===== src/rtl/decade_counter_ctrl_if.sv =====
// Command handshake bundle for decade_counter_ctrl.
// Ports: cmd_valid/cmd_ready handshake, cmd_preset (4b), cmd_count (CNT_W).
interface decade_counter_ctrl_if #(
    parameter int CNT_W = 8
);
    logic             cmd_valid;
    logic             cmd_ready;
    logic [3:0]       cmd_preset;
    logic [CNT_W-1:0] cmd_count;

    modport master (
        output cmd_valid,
        output cmd_preset,
        output cmd_count,
        input  cmd_ready
    );

    modport slave (
        input  cmd_valid,
        input  cmd_preset,
        input  cmd_count,
        output cmd_ready
    );
endinterface


===== src/rtl/decade_counter_ctrl.sv =====
// Loads, counts and checks an external synchronous decade counter.
// Ports: CLK, MR_n, cmd (slave), abort, P/Load/Enable/Q, result fields.
module decade_counter_ctrl #(
    parameter int CNT_W  = 8,
    parameter int WRAP_W = 4
) (
    input  logic                 CLK,
    input  logic                 MR_n,
    decade_counter_ctrl_if.slave cmd,
    input  logic                 abort,
    output logic [3:0]           P,
    output logic                 Load,
    output logic                 Enable,
    input  logic [3:0]           Q,
    output logic                 done,
    output logic                 mismatch,
    output logic                 err_preset,
    output logic                 aborted,
    output logic [WRAP_W-1:0]    wraps,
    output logic [3:0]           final_q
);

    typedef enum logic [2:0] {
        IDLE,
        LOAD,
        COUNT,
        FINAL,
        DONE
    } state_t;

    state_t           state;
    state_t           state_n;
    logic [CNT_W-1:0] cnt_r;
    logic [3:0]       exp_q;
    logic             accept;
    logic             bad;

    assign accept        = cmd.cmd_valid && (state == IDLE);
    assign bad           = cmd.cmd_preset > 4'd9;
    assign cmd.cmd_ready = (state == IDLE);
    assign Load          = (state == LOAD);
    assign Enable        = (state == COUNT);
    assign done          = (state == DONE);

    always_ff @(posedge CLK or negedge MR_n) begin
        if (!MR_n) begin
            state <= IDLE;
        end else begin
            state <= state_n;
        end
    end

    always_comb begin
        state_n = state;
        unique case (state)
            IDLE: begin
                if (accept) begin
                    state_n = bad ? DONE : LOAD;
                end
            end
            LOAD: begin
                state_n = (cnt_r != '0) ? COUNT : FINAL;
            end
            COUNT: begin
                // cnt_r still holds this cycle's tick, so 1 means last
                if (abort || cnt_r == CNT_W'(1)) begin
                    state_n = FINAL;
                end
            end
            FINAL: begin
                state_n = DONE;
            end
            DONE: begin
                state_n = IDLE;
            end
            default: begin
                state_n = IDLE;
            end
        endcase
    end

    always_ff @(posedge CLK or negedge MR_n) begin
        if (!MR_n) begin
            P          <= '0;
            cnt_r      <= '0;
            exp_q      <= '0;
            mismatch   <= 1'b0;
            err_preset <= 1'b0;
            aborted    <= 1'b0;
            wraps      <= '0;
            final_q    <= '0;
        end else begin
            if (accept) begin
                mismatch   <= 1'b0;
                aborted    <= 1'b0;
                wraps      <= '0;
                final_q    <= '0;
                err_preset <= bad;
                cnt_r      <= cmd.cmd_count;
                P          <= bad ? 4'd0 : cmd.cmd_preset;
            end
            if (state == LOAD) begin
                exp_q <= P;
            end
            if (state == COUNT) begin
                if (Q != exp_q) begin
                    mismatch <= 1'b1;
                end
                if (exp_q == 4'd9) begin
                    exp_q <= 4'd0;
                    if (wraps != '1) begin
                        wraps <= wraps + WRAP_W'(1);
                    end
                end else begin
                    exp_q <= exp_q + 4'd1;
                end
                cnt_r <= cnt_r - CNT_W'(1);
                if (abort) begin
                    aborted <= 1'b1;
                end
            end
            if (state == FINAL) begin
                if (Q != exp_q) begin
                    mismatch <= 1'b1;
                end
                final_q <= Q;
            end
        end
    end

endmodule


===== src/flat_wrapper.sv =====
// flat-port wrapper written by rule: the top's interface ports become plain ports
module decade_counter_ctrl_flat 
#(
    parameter int CNT_W  = 8,
    parameter int WRAP_W = 4
)
  (CLK, MR_n, abort, P, Load, Enable, Q, done, mismatch, err_preset, aborted, wraps, final_q, cmd_cmd_valid, cmd_cmd_preset, cmd_cmd_count, cmd_cmd_ready);
  decade_counter_ctrl_if #(.CNT_W(CNT_W)) cmd_i ();
  input  logic CLK;
  input  logic MR_n;
  input  logic abort;
  output logic [3:0] P;
  output logic Load;
  output logic Enable;
  input  logic [3:0] Q;
  output logic done;
  output logic mismatch;
  output logic err_preset;
  output logic aborted;
  output logic [WRAP_W-1:0] wraps;
  output logic [3:0] final_q;
  input wire logic [$bits(cmd_i.cmd_valid)-1:0] cmd_cmd_valid;
  input wire logic [$bits(cmd_i.cmd_preset)-1:0] cmd_cmd_preset;
  input wire logic [$bits(cmd_i.cmd_count)-1:0] cmd_cmd_count;
  output wire logic [$bits(cmd_i.cmd_ready)-1:0] cmd_cmd_ready;
  assign cmd_i.cmd_valid = cmd_cmd_valid;
  assign cmd_i.cmd_preset = cmd_cmd_preset;
  assign cmd_i.cmd_count = cmd_cmd_count;
  assign cmd_cmd_ready = cmd_i.cmd_ready;
  decade_counter_ctrl #(.CNT_W(CNT_W), .WRAP_W(WRAP_W)) u_core (.CLK(CLK), .MR_n(MR_n), .cmd(cmd_i), .abort(abort), .P(P), .Load(Load), .Enable(Enable), .Q(Q), .done(done), .mismatch(mismatch), .err_preset(err_preset), .aborted(aborted), .wraps(wraps), .final_q(final_q));
endmodule

===== config.mk =====
export PLATFORM = sky130hd
export DESIGN_NAME = decade_counter_ctrl_flat
export DESIGN_NICKNAME = d
export VERILOG_FILES = /design/src/rtl/decade_counter_ctrl_if.sv /design/src/rtl/decade_counter_ctrl.sv /design/src/flat_wrapper.sv
export SDC_FILE = /design/constraint.sdc
export NUM_CORES = 1
export LEC_CHECK = 0
export CAP_MARGIN = 40
export CORE_MARGIN = 1
export CORE_UTILIZATION = 35
export CTS_CLUSTER_DIAMETER = 100
export DETAILED_ROUTE_END_ITERATION = 8
export GPL_TIMING_DRIVEN = 1
export PLACE_DENSITY = 0.64
export SETUP_SLACK_MARGIN = 0.05
export SKIP_LAST_GASP = 1
export SLEW_MARGIN = 20
export SYNTH_ARGS = -nofsm -noshare
export SYNTH_HDL_FRONTEND = slang
export SYNTH_SLANG_ARGS = --single-unit

===== constraint.sdc =====
create_clock -name CLK -period 2.28 [get_ports CLK]
set_clock_uncertainty 0.2 [all_clocks]
set_input_delay 0.456 -clock CLK [delete_from_list [all_inputs] [get_ports CLK]]
set_output_delay 0.456 -clock CLK [all_outputs]
set_load 0.01 [all_outputs]

==> results of run 1 <==
==> flip-flops by register name, summed over array words and instances, names as in the netlist <==
register and cells:
u_core.mismatch 1, u_core.cnt_r 8, u_core.final_q 4, u_core.P 4
u_core.exp_q 4, u_core.aborted 1, u_core.wraps 4, u_core.err_preset 1
u_core.state 3
==> final cells by class <==
class,count,area [um2]
Timing Repair Buffer,51,473.0
Tap cell,52,65.06
Sequential cell,30,750.7
Clock buffer,7,86.33
Clock inverter,1,5.005
Multi-Input combinational cell,127,795.8
Fill cell,435,2208
Inverter,8,30.03
==> metrics by stage <==
| stage | util [%] | worst slack (ps) | cells |
|---|---|---|---|
| 3_3_place_gp | 47.56 | 99.90 | 266 |
| 2_1_floorplan | - | 338.7 | 176 |
| 4_1_cts | 49.63 | 145.6 | 274 |
| 6_report | 49.97 | 155.7 | 276 |
| 3_5_place_dp | 47.56 | 58.24 | 266 |
| 5_1_grt | 49.97 | 57.53 | 276 |
==> Yosys cell counts (4+ instances only) <==
cell type / count
inv_1: 8
ha_1: 4
nor3_1: 4
nor2_1: 17
o22ai_1: 5
o21ai_0: 16
nand3_1: 4
dfrtp_1: 30
a21oi_1: 9
xnor2_1: 5
clkbuf_1: 6
nand2_1: 18
nand2b_1: 5
a211oi_1: 4
==> repair_timing <==
action,4_1_cts,5_1_grt
gates resized for setup,5,0
hold buffers,0,0
endpoints found under the setup margin,4,2
buffers inserted,0,2
hold endpoints to repair,0,0
==> power groups by stage <==
stage	Clock, mW	Combinational, mW	Sequential (mW)
after floorplan	0	0.835	0.953
after global placement	0	1.35	0.977
after detailed placement	0	1.37	0.980
after CTS	0.455	1.35	0.974
after global routing	0.481	1.55	1.01
final	0.438	1.38	0.969
==> critical path, cell delays in order (launching register included) <==
cell and delay (ps):
dfrtp_1 380, buf_4 140, buf_4 140, nor3b_2 230, dlygate4sd2_1 300
==> metal layers <==
layer	vias up	wire length, um	GRT usage [%]
met5	-	0	0
met3	7	137	3.463
met4	0	74	8.222
met2	35	1678	25.08
met1	655	1907	23.69
li1	726	-	-
==> cells by family after synthesis <==
family | count (synthesis)
adders and majority gates | 4
xor gates and xnor gates | 6
AOI/OAI and AO/OA | 51
DFF | 30
muxes | 3
and+or+nand+nor | 63
buffers and inverters | 19
==> path summary, 6_finish.rpt <==
| check | startpoint | end | slack (ps) | cells past startpoint |
|---|---|---|---|---|
| max reg2reg | u_core.state[2]$_DFFE_PN0P_ | u_core.wraps[0]$_DFF_PN0_ | 220 | 6 |
| max in group asynchronous | MR_n | u_core.P[1]$_DFFE_PN0P_ | 1230 | 2 |
| max | u_core.state[1]$_DFFE_PN0P_ | Load | 160 | 4 |
| min in group asynchronous | MR_n | u_core.cnt_r[5]$_DFFE_PN0P_ | 360 | 2 |
| min | u_core.cnt_r[6]$_DFFE_PN0P_ | u_core.cnt_r[6]$_DFFE_PN0P_ | 290 | 1 |
| min reg2reg | u_core.cnt_r[6]$_DFFE_PN0P_ | u_core.cnt_r[6]$_DFFE_PN0P_ | 290 | 1 |
==> cells in the final DEF (no fill, tap or decap), types with 2 or more instances in the layout <==
| cell | instances |
|---|---|
| clkdlybuf4s50_1 | 34 |
| dfrtp_1 | 30 |
| nand2_1 | 18 |
| nor2_1 | 17 |
| o21ai_0 | 16 |
| buf_4 | 13 |
| a21oi_1 | 9 |
| inv_1 | 8 |
| clkbuf_8 | 6 |
| xnor2_1 | 5 |
| nand2b_1 | 5 |
| o22ai_1 | 5 |
| nand3_1 | 4 |
| a211oi_1 | 4 |
| ha_1 | 4 |
| dlygate4sd2_1 | 4 |
| nor3_1 | 3 |
| o211ai_1 | 2 |
| and2_1 | 2 |
| mux2i_1 | 2 |
| or3_1 | 2 |
| a22oi_1 | 2 |
| a31oi_1 | 2 |
| a221o_1 | 2 |
| a311oi_1 | 2 |
==> metrics.txt, run 1 <==
status finished clean; Post-Synthesis Cells 176; unrepaired setup endpoints after global routing no; syn_area_per_cell 9.263 um2; simple-gate share of the synthesized area 19.95%; Rows 24; Max VDD drop 499.6 uV; Mapped Nets 200; clk root buf clkbuf_8; CTS H-tree depth 2; GR Overflow Total 0; critical path peak fanout 5; XOR/XNOR Fraction of Synth Area 3.223%; Worst Path Arrival 1470 ps; Final Instance Area 2206 um2; Worst EP required 1620 ps; register area share after synthesis 46.05%; CP Class reg -> out; sequential power share 34.8%; switching power 1.102 mW; MaxCap Viol Count 0; share of cells above drive strength 1 12.50%; I/O pins 39; largest family of logic cells by synthesized area compound AO/OA/AOI/OAI gates; Yosys warnings 0; Pwr Total 2.787 mW; setup TNS 0 ps; compound-gate portion of the synthesized area 20.34%; total number of vias 1423; internal power 1.686 mW; fin crit period 2124 ps; dpl hpwl 2715 um; Critical Path End Type output pin; Final ANT Viol Nets 0; slew at the pin with the worst max-slew slack 391.8 ps; Die Y 70.25 um; first-pass GRT wire length 6534 um; Adder-Cell Fraction of Synth Area 3.070%; Vias/cell 5.156; Sw Share 39.53%; clk slew on worst S/H paths 60 ps; drt initial violations 102; CTS max path bufs 2; First-pass DRT Iterations 4; Leakage 0.9266 nW; Core ar. 4414 um2; Synth area leader dfrtp_1; startpoint types flip-flop; Synth Register Bits 30; Die ar. 4935 um2; worst min-delay path class reg -> reg; Synth cell types 45; Area Growth Syn to Fin 35.30%; gpl congestion 0.7983; Tcrit/Tclk final 93.17%; Post-synth ARST share 100.0%; Fmax 470.7 MHz; final net count 247; Starting Density 36.93%; Most used DFF post-synth dfrtp_1; # clock sinks 30; Worst Hold Margin 293.9 ps; top-area cell type share of the netlist area 46.05%; Overall Global Routing Usage 17.01%; total wire length 3797 um; clk_lat worst skew 280 ps; DRC Markers 0; number of diodes 0; Worst slew margin 73.88%; clock share of power 15.7%; combinational cell fraction of total power 49.5%; clock tree from TritonCTS yes; Slew Viols, Final 0; largest net degree at the start of global routing 31; Final setup viols 0; largest cells by area after synthesis dfrtp_1 46%, o21ai_0 4.9%, nand2_1 4.1%; power density cells 1264 nW/um2; dpl cell area 2100 um2; area of the mapped netlist 1630 um2; Post-synth EDFFs 0; vias in the first global route 1389; final hold vios 0; mux contribution to synthesized area 1.919%; IO Port Bufs 38; initial antenna violation count 0; cts bufs inserted 5; die width 70.25 um; DR WL/cell 13.76 um
Power figures use the tool's default switching activity.
==> run 2: changes to the inputs <==
- CTS_CLUSTER_DIAMETER: 100 -> default
==> results of run 2 <==
Same layout as run 1: the final DEF is identical, and so are final timing and power.
